`config.mk`:
```
export PLATFORM = sky130hd
export DESIGN_NAME = imem_fetch_ctrl_flat
export DESIGN_NICKNAME = d
export VERILOG_FILES = /design/src/rtl/imem_fetch_pkg.sv /design/src/rtl/imem_fetch_ctrl_if.sv /design/src/rtl/fetch_fifo.sv /design/src/rtl/imem_fetch_ctrl.sv /design/src/flat_wrapper.sv
export SDC_FILE = /design/constraint.sdc
export NUM_CORES = 1
export LEC_CHECK = 0
export ABC_AREA = 1
export BUFFER_PORTS_ARGS = -buffer_cell sky130_fd_sc_hd__buf_2
export CAP_MARGIN = 20
export CORE_AREA = 2 2 129 131
export DETAILED_ROUTE_END_ITERATION = 12
export DIE_AREA = 0 0 131 133
export PLACE_DENSITY = 0.73
export SLEW_MARGIN = 0
export SYNTH_ARGS = -nofsm -noshare
export SYNTH_HDL_FRONTEND = slang
export SYNTH_SLANG_ARGS = --single-unit
```
`constraint.sdc`:
```
create_clock -name clk -period 6.21 [get_ports clk]
set_input_delay 0.3105 -clock clk [delete_from_list [all_inputs] [get_ports clk]]
set_output_delay 0.3105 -clock clk [all_outputs]
set_load 0.05 [all_outputs]
```
`src/rtl/imem_fetch_pkg.sv`:
```
// Shared types and constants for the instruction-fetch sequencer.
package imem_fetch_pkg;

  localparam int unsigned INSTR_W = 32;
  localparam int unsigned PC_W    = 32;
  localparam logic [PC_W-1:0] PC_INC = 32'd4;

  typedef enum logic [1:0] {
    BOOT = 2'd0,
    RUN  = 2'd1,
    HALT = 2'd2
  } fetch_state_e;

  typedef struct packed {
    logic [INSTR_W-1:0] instr;
    logic [PC_W-1:0]    pc;
  } fetch_entry_t;

  function automatic logic [PC_W-1:0] next_pc(input logic [PC_W-1:0] pc);
    return pc + PC_INC;
  endfunction

endpackage

```
`src/rtl/imem_fetch_ctrl_if.sv`:
```
// Memory-read, decode-handshake and core-control signals of the fetch sequencer.
// FETCH_BOUNDS_CHECK_EN adds the fetch_fault signal.
interface imem_fetch_ctrl_if;
  import imem_fetch_pkg::*;

  logic [PC_W-1:0]    imem_addr;
  logic [INSTR_W-1:0] imem_rdata;
  logic               out_valid;
  logic [INSTR_W-1:0] out_instr;
  logic [PC_W-1:0]    out_pc;
  logic               out_ready;
  logic               redirect_valid;
  logic [PC_W-1:0]    redirect_pc;
  logic               halt_req;
  logic               halted;
  logic               misalign_err;
`ifdef FETCH_BOUNDS_CHECK_EN
  logic               fetch_fault;
`endif

  modport master (
    output imem_addr, out_valid, out_instr, out_pc, halted, misalign_err,
`ifdef FETCH_BOUNDS_CHECK_EN
    output fetch_fault,
`endif
    input  imem_rdata, out_ready, redirect_valid, redirect_pc, halt_req
  );

  modport slave (
    input  imem_addr, out_valid, out_instr, out_pc, halted, misalign_err,
`ifdef FETCH_BOUNDS_CHECK_EN
    input  fetch_fault,
`endif
    output imem_rdata, out_ready, redirect_valid, redirect_pc, halt_req
  );

endinterface

```
`src/rtl/fetch_fifo.sv`:
```
// Synchronous fetch queue with flush and a first-word-fall-through head.
module fetch_fifo
  import imem_fetch_pkg::*;
#(
  parameter  int unsigned DEPTH = 2,
  localparam int unsigned PTR_W = $clog2(DEPTH),
  localparam int unsigned CNT_W = PTR_W + 1
) (
  input  logic         clk,
  input  logic         reset,
  input  logic         push,
  input  fetch_entry_t push_data,
  input  logic         pop,
  input  logic         flush,
  output fetch_entry_t head,
  output logic [CNT_W-1:0] count
);

  fetch_entry_t     mem_q [DEPTH];
  logic [PTR_W-1:0] rd_ptr_q;
  logic [PTR_W-1:0] wr_ptr_q;
  logic [CNT_W-1:0] cnt_q;
  logic             pop_ok;
  logic             push_ok;

  assign pop_ok  = pop && (cnt_q != '0);
  assign push_ok = push && ((cnt_q < CNT_W'(DEPTH)) || pop_ok);

  // Storage is cleared on reset so the head reads as zero until the first push.
  always_ff @(posedge clk) begin
    if (reset) begin
      rd_ptr_q <= '0;
      wr_ptr_q <= '0;
      cnt_q    <= '0;
      for (int i = 0; i < int'(DEPTH); i++) mem_q[i] <= '0;
    end else if (flush) begin
      rd_ptr_q <= '0;
      wr_ptr_q <= '0;
      cnt_q    <= '0;
    end else begin
      if (push_ok) begin
        mem_q[wr_ptr_q] <= push_data;
        wr_ptr_q        <= wr_ptr_q + PTR_W'(1);
      end
      if (pop_ok) rd_ptr_q <= rd_ptr_q + PTR_W'(1);
      case ({push_ok, pop_ok})
        2'b10:   cnt_q <= cnt_q + CNT_W'(1);
        2'b01:   cnt_q <= cnt_q - CNT_W'(1);
        default: cnt_q <= cnt_q;
      endcase
    end
  end

  assign head  = mem_q[rd_ptr_q];
  assign count = cnt_q;

endmodule

```
`src/rtl/imem_fetch_ctrl.sv`:
```
// Instruction-fetch sequencer: owns the PC, fills the fetch queue, serves decode.
// Optional macro FETCH_BOUNDS_CHECK_EN faults and halts on fetches past MEM_WORDS.
module imem_fetch_ctrl
  import imem_fetch_pkg::*;
#(
  parameter logic [PC_W-1:0] RESET_PC  = 32'h0000_0000,
  parameter int unsigned     FQ_DEPTH  = 2,
  parameter int unsigned     MEM_WORDS = 64
) (
  input logic               clk,
  input logic               reset,
  imem_fetch_ctrl_if.master bus
);

  localparam int unsigned CNT_W = $clog2(FQ_DEPTH) + 1;

  localparam logic [1:0] ST_BOOT = BOOT;
  localparam logic [1:0] ST_RUN  = RUN;
  localparam logic [1:0] ST_HALT = HALT;

  if (FQ_DEPTH < 2 || (FQ_DEPTH & (FQ_DEPTH - 1)) != 0 || MEM_WORDS == 0) begin : g_bad_cfg
    $error("imem_fetch_ctrl: FQ_DEPTH must be a power of 2 >= 2 and MEM_WORDS nonzero");
  end

  logic [1:0]       state_q, state_d;
  logic [PC_W-1:0]  pc_q, pc_d;
  logic             misalign_q, misalign_d;
  logic [CNT_W-1:0] count;
  fetch_entry_t     head;
  fetch_entry_t     push_data;
  logic             deq;
  logic             flush;
  logic             can_issue;
  logic             push;

  assign deq       = (count != '0) && bus.out_ready;
  assign flush     = bus.redirect_valid && (state_q != ST_BOOT);
  assign can_issue = (state_q == ST_RUN) && !bus.halt_req && !bus.redirect_valid &&
                     ((count < CNT_W'(FQ_DEPTH)) || deq);
  assign push_data = '{instr: bus.imem_rdata, pc: pc_q};

`ifdef FETCH_BOUNDS_CHECK_EN
  logic fault_q, fault_d;
  logic out_of_range;

  assign out_of_range = pc_q[PC_W-1:2] >= (PC_W-2)'(MEM_WORDS);
  assign push         = can_issue && !out_of_range;
`else
  assign push         = can_issue;
`endif

  // Next-state, PC and pulse logic; redirect overrides everything after BOOT.
  always_comb begin
    state_d    = state_q;
    pc_d       = pc_q;
    misalign_d = 1'b0;
`ifdef FETCH_BOUNDS_CHECK_EN
    fault_d    = fault_q;
`endif
    case (state_q)
      ST_BOOT: state_d = bus.halt_req ? ST_HALT : ST_RUN;
      ST_RUN: begin
        if (bus.halt_req) state_d = ST_HALT;
`ifdef FETCH_BOUNDS_CHECK_EN
        else if (can_issue && out_of_range) begin
          state_d = ST_HALT;
          fault_d = 1'b1;
        end
`endif
      end
      ST_HALT: begin
`ifdef FETCH_BOUNDS_CHECK_EN
        if (!bus.halt_req && !fault_q) state_d = ST_RUN;
`else
        if (!bus.halt_req) state_d = ST_RUN;
`endif
      end
      default: state_d = ST_BOOT;
    endcase

    if (push) pc_d = next_pc(pc_q);

    if (flush) begin
      pc_d       = {bus.redirect_pc[PC_W-1:2], 2'b00};
      misalign_d = |bus.redirect_pc[1:0];
`ifdef FETCH_BOUNDS_CHECK_EN
      fault_d    = 1'b0;
      if (state_q == ST_HALT && !bus.halt_req) state_d = ST_RUN;
`endif
    end
  end

  always_ff @(posedge clk) begin
    if (reset) begin
      state_q    <= ST_BOOT;
      pc_q       <= {RESET_PC[PC_W-1:2], 2'b00};
      misalign_q <= 1'b0;
`ifdef FETCH_BOUNDS_CHECK_EN
      fault_q    <= 1'b0;
`endif
    end else begin
      state_q    <= state_d;
      pc_q       <= pc_d;
      misalign_q <= misalign_d;
`ifdef FETCH_BOUNDS_CHECK_EN
      fault_q    <= fault_d;
`endif
    end
  end

  fetch_fifo #(
    .DEPTH (FQ_DEPTH)
  ) u_fifo (
    .clk       (clk),
    .reset     (reset),
    .push      (push),
    .push_data (push_data),
    .pop       (deq),
    .flush     (flush),
    .head      (head),
    .count     (count)
  );

  assign bus.imem_addr    = pc_q;
  assign bus.out_valid    = (count != '0);
  assign bus.out_instr    = head.instr;
  assign bus.out_pc       = head.pc;
  assign bus.halted       = (state_q == ST_HALT) && (count == '0);
  assign bus.misalign_err = misalign_q;
`ifdef FETCH_BOUNDS_CHECK_EN
  assign bus.fetch_fault  = fault_q;
`endif

endmodule

```
`src/flat_wrapper.sv`:
```
// flat-port wrapper written by rule: the top's interface ports become plain ports
module imem_fetch_ctrl_flat import imem_fetch_pkg::*;
#(
  parameter logic [PC_W-1:0] RESET_PC  = 32'h0000_0000,
  parameter int unsigned     FQ_DEPTH  = 2,
  parameter int unsigned     MEM_WORDS = 64
)
  (clk, reset, bus_imem_addr, bus_out_valid, bus_out_instr, bus_out_pc, bus_halted, bus_misalign_err, bus_imem_rdata, bus_out_ready, bus_redirect_valid, bus_redirect_pc, bus_halt_req);
  imem_fetch_ctrl_if bus_i ();
  input logic clk;
  input logic reset;
  output wire logic [$bits(bus_i.imem_addr)-1:0] bus_imem_addr;
  output wire logic [$bits(bus_i.out_valid)-1:0] bus_out_valid;
  output wire logic [$bits(bus_i.out_instr)-1:0] bus_out_instr;
  output wire logic [$bits(bus_i.out_pc)-1:0] bus_out_pc;
  output wire logic [$bits(bus_i.halted)-1:0] bus_halted;
  output wire logic [$bits(bus_i.misalign_err)-1:0] bus_misalign_err;
  input wire logic [$bits(bus_i.imem_rdata)-1:0] bus_imem_rdata;
  input wire logic [$bits(bus_i.out_ready)-1:0] bus_out_ready;
  input wire logic [$bits(bus_i.redirect_valid)-1:0] bus_redirect_valid;
  input wire logic [$bits(bus_i.redirect_pc)-1:0] bus_redirect_pc;
  input wire logic [$bits(bus_i.halt_req)-1:0] bus_halt_req;
  assign bus_imem_addr = bus_i.imem_addr;
  assign bus_out_valid = bus_i.out_valid;
  assign bus_out_instr = bus_i.out_instr;
  assign bus_out_pc = bus_i.out_pc;
  assign bus_halted = bus_i.halted;
  assign bus_misalign_err = bus_i.misalign_err;
  assign bus_i.imem_rdata = bus_imem_rdata;
  assign bus_i.out_ready = bus_out_ready;
  assign bus_i.redirect_valid = bus_redirect_valid;
  assign bus_i.redirect_pc = bus_redirect_pc;
  assign bus_i.halt_req = bus_halt_req;
  imem_fetch_ctrl #(.RESET_PC(RESET_PC), .FQ_DEPTH(FQ_DEPTH), .MEM_WORDS(MEM_WORDS)) u_core (.clk(clk), .reset(reset), .bus(bus_i));
endmodule
```
Word level (Yosys, flattened, before mapping)
Memory sizes are Yosys's and may differ from the RTL's. A register that Yosys moved wholly into a read port is not among the register bits.
Cells that the tools add are included.
Word-level totals
  output and inout bits: 99
  input port bits: 69
  memories: 1
  memory bits (writable): 128
  bits in registers: 39
Memories
  u_core.u_fifo.mem_q: words 2, width 64, rd ports 1, clocked after memory_dff 1, write ports 2, line fetch_fifo.sv:19  | fetch_entry_t mem_q [DEPTH];
Operators by class
  $add $sub $neg: 5
  reduce and logical (&&, ||, !) cells: 23
  $lt $le $gt $ge: 1
  bitwise operators: 1
  mux-type cells: 18
  equal/unequal tests: 6
Operators with widths (number)
  2-to-1 mux 32 bit: 2
  2-to-1 mux 64 bit: 1
  OR reduction 64 bit: 1
  adder 32 x 3 -> 32 bit, second input constant: 1
  2-to-1 mux 1 bit: 10
  logical AND 1 bit: 8
  nonzero test 2 bit: 4
  2-to-1 mux 2 bit: 3
  one-hot mux 2 bit (3 select lines): 1
  OR reduction 2 bit: 3
  equality test 2 x 1 -> 1 bit, second input constant: 2
  equality test 2 bit, second input constant: 2
  zero test 2 bit: 2
  != test 2 bit, second input constant: 2
  one-hot mux 2 bit (2 select lines): 1
  adder 1 bit, second input constant: 2
  adder 2 x 1 -> 2 bit, second input constant: 1
  zero test 1 bit: 2
  logical OR 1 bit: 2
  less-than comparator 2 bit, second input constant: 1
  AND reduction 2 bit: 1
  subtractor 2 x 1 -> 2 bit, second input constant: 1
  inverter 1 bit: 1

Depth between registers and ports, before layout
  depth in word-level cells: 11
  depth in mapped cells: 10
  depth with buffers taken out: 10

Modules after synthesis
A second synthesis with hierarchy kept.
Unflattened totals
  cell total of the unflattened synthesis: 864
  area total of the unflattened synthesis: 8199.1 um^2
Modules (own cells, without submodules)
  fetch_fifo: area an instance 5751.8 um^2, instances 1, cells each 444
  imem_fetch_ctrl: area an instance 2447.3 um^2, instances 1, cells each 420

Worst setup path before layout
No wires, ideal clock.
  path kind: flip-flop to flip-flop
  from: reg u_core.state_q[0]
  to: mem u_core.u_fifo.mem_q[0][10] (netlist name) (enable)
  path buffers: 2
  arrival: 2498 ps
  library setup time: 422 ps
  slack: 3290 ps
  data required time: 5788 ps
  cell stages (with the launch flop): 9
  path through: dfxtp_1 inv_2 nor2_2 nand4_4 buf_6 nor2_8 nand2_4 buf_6 nand2_1
RTL lines
  from (decl): line imem_fetch_ctrl.sv:25  | logic [1:0] state_q, state_d;
  from (signal assigned): line imem_fetch_ctrl.sv:102  | state_q <= state_d;
  to (decl): line fetch_fifo.sv:19

==> flow_metrics.tcl <==
set metrics [dict create \
    status "finished, final reports clean" \
    grt_use_met3_pct 4.53 \
    setup_viol 0 \
    cap_violations 0 \
    fin_crit_ps 3210 \
    syn_area_um2 7850 \
    synth_edf_count 124 \
    n_antenna_cell 0 \
    cp_max_fo 64 \
    final_nets 1044 \
    antenna_found_initial 0 \
    p_per_area_nw_per_um2 273 \
    post-place-ws_ps 2870 \
    fin_util_pct 57.6 \
    overflow 0 \
    p_leak_uw 0.00388 \
    avgSynthCellArea_um2 9.57 \
    critPathLaunchType "register" \
    num_vias 6063 \
    p_clk_share_pct 39.5 \
    synth_top_area_share_pct 47.4 \
    p_sw_uw 668 \
    rows 47 \
    required_ps 6290 \
    dpl-instance-area_um2 8750 \
    start_util_pct 48.5 \
    ctsHoldBuffers 0 \
    cts-buffers-inserted 17 \
    min_path_type "primary input to register" \
    fin_skew_ps 8.27 \
    die_h_um 133 \
    worstSetupEndpointType "register" \
    clkLatencyLatePin_ps 420 \
    grt_pass1_wl_um 27700 \
    grt-busiest-layer "met2" \
    rsz0062_at_grt "no" \
    track_usage_pct 20.8 \
    p_comb_share_pct 12.1 \
    fmax_ghz 0.312 \
    clockRootBuffer "clkbuf_16" \
    detailed_place_hpwl_um 12100 \
    arrival_ps 3290 \
    cts.htree.levels 4 \
    tns_ps 0 \
    design_area_um2 9320 \
    core_um2 16200 \
    synthToLayoutAreaGrowth_pct 18.7 \
    post_cts_buffers 0 \
    viasPerCell 5.03 \
    cts_resized 0 \
    detail-route-antenna-nets 0 \
    wl_um 18000 \
    clkTransAtPathRegs_ps 60 \
    wl_per_cell_um 14.9 \
    drcViolationCount 0 \
    synth_common_cells "nor2_1 (192), nand2_1 (140), edfxtp_1 (124)" \
    netlist_instances 820 \
    worst_slew_pin_slew_ps 897 \
    yosys_warnings 0 \
    ys_seq_area_share_pct 57.1 \
    ys.flop_type "edfxtp_1" \
    finalMaxSlewViolations 0 \
    fin_crit_sh_pct 51.7 \
    dr.pass1.iters 5 \
    yosysTopAreaCell "edfxtp_1" \
    cts_tree "yes" \
    synth.ff_latch_count 162 \
    grt_pass1_vias 5632 \
    die_w_um 131 \
    hold_viol_final 0 \
    cts_sinks 162 \
    grtUsageMet1_pct 28.7 \
    met2_usage_pct 32.2 \
    fp.dieArea_um2 17400 \
    io_pins 168 \
    async_reset_ff_share_pct 0 \
    synth.most_common_cell "nor2_1" \
    routabilityCongestion 0.944 \
    p_int_uw 1880 \
    port_buffers 163 \
    swShare_pct 26.3 \
    ir_worst_vdd_v 0.000196 \
    yosys.cell_types.count 35 \
    setup_ws_ps 3000 \
    grt_start_max_net_pins 65 \
    synth_area_leaders "edfxtp_1 (47%), dfxtp_1 (9.7%), nor2_1 (9.2%)" \
    crit_type "register to register" \
    power_uw 2540 \
    drive_gt1_share_pct 29.5 \
    clockBufferDepth 2 \
    seqPwrFrac_pct 48.4 \
    drt_iter0_drc 535 \
    relSlewSlack_pct 40.0 \
]
metrics by stage:
stage,hold slack (ps),cells
2_1_floorplan,432,823
3_3_place_gp,463,1174
3_5_place_dp,470,1174
4_1_cts,102,1205
5_1_grt,133,1205
6_report,115,1205
flip-flops by register name, summed over array words and instances (netlist names), named ones only:
| signal | cells |
|---|---|
| u_core.u_fifo.wr_ptr_q | 1 |
| u_core.u_fifo.count | 2 |
| u_core.u_fifo.rd_ptr_q | 1 |
| u_core.u_fifo.mem_q | 124 |
| u_core.bus.misalign_err | 1 |
| u_core.state_q | 2 |
| u_core.bus.imem_addr | 30 |
worst paths after layout:
check | from | end | slack, ps | depth (start not counted)
worst max-delay path | u_core.state_q[0] | u_core.u_fifo.mem_q[0][50] | 3000 | 7
worst min-delay path | bus_halt_req | u_core.state_q[1] | 110 | 3
worst max register to register | u_core.state_q[0] | u_core.u_fifo.mem_q[0][50] | 3000 | 7
worst min register to register | u_core.u_fifo.count[1] | u_core.u_fifo.count[1] | 480 | 1
cell families after synthesis:
kind of cell,after synthesis,share of synthesized area [%]
and+or+nand+nor,422,22.8
DFF,162,57.1
buffers and inverters,129,7.54
muxes,62,8.89
AOI/OAI and AO/OA,40,3.06
adders and majority gates,2,0.319
xor gates and xnor gates,2,0.223
other,1,0.0478
power by group through the flow:
stage	clock, uW	sequential, uW	combinational (uW)
floorplan	0	1280	196
global placement	0	1250	307
detailed placement	0	1250	307
CTS	1020	1230	309
global route	1050	1240	329
finish	1000	1230	307
placed cells by master, fill, tap and decap left out, types with 5 or more instances in the layout:
cell       count
buf_2        163
nor2_1       192
a21oi_1       17
o21ai_0        8
dfxtp_1       37
nor2_2        19
o211ai_1       6
a31oi_1        5
edfxtp_1     124
clkbuf_16     17
mux2_2        62
nand2_1      138
buf_4          5
inv_1         88
nand3_1       52
layout make-up:
type	instances	area (um2)
Fill cell	1439	6850
Sequential cell	162	4490
Multi-Input combinational cell	532	2790
Timing Repair Buffer	168	853
Clock buffer	19	433
Inverter	92	345
Tap cell	220	275
Clock inverter	12	135
critical path, stage by stage (launching register included):
cell,delay [ps]
dfxtp_1,420
inv_2,60
nor2_2,120
nand4_4,250
nor2_8,170
nand2_4,410
nand2_2,890
buf_4,470
metal layers:
layer,up-vias,share of wire [%]
li1,2979,-
met1,2809,44
met2,251,48
met3,24,7.3
met4,0,1.5
met5,-,0
Power figures use the tool's default switching activity.
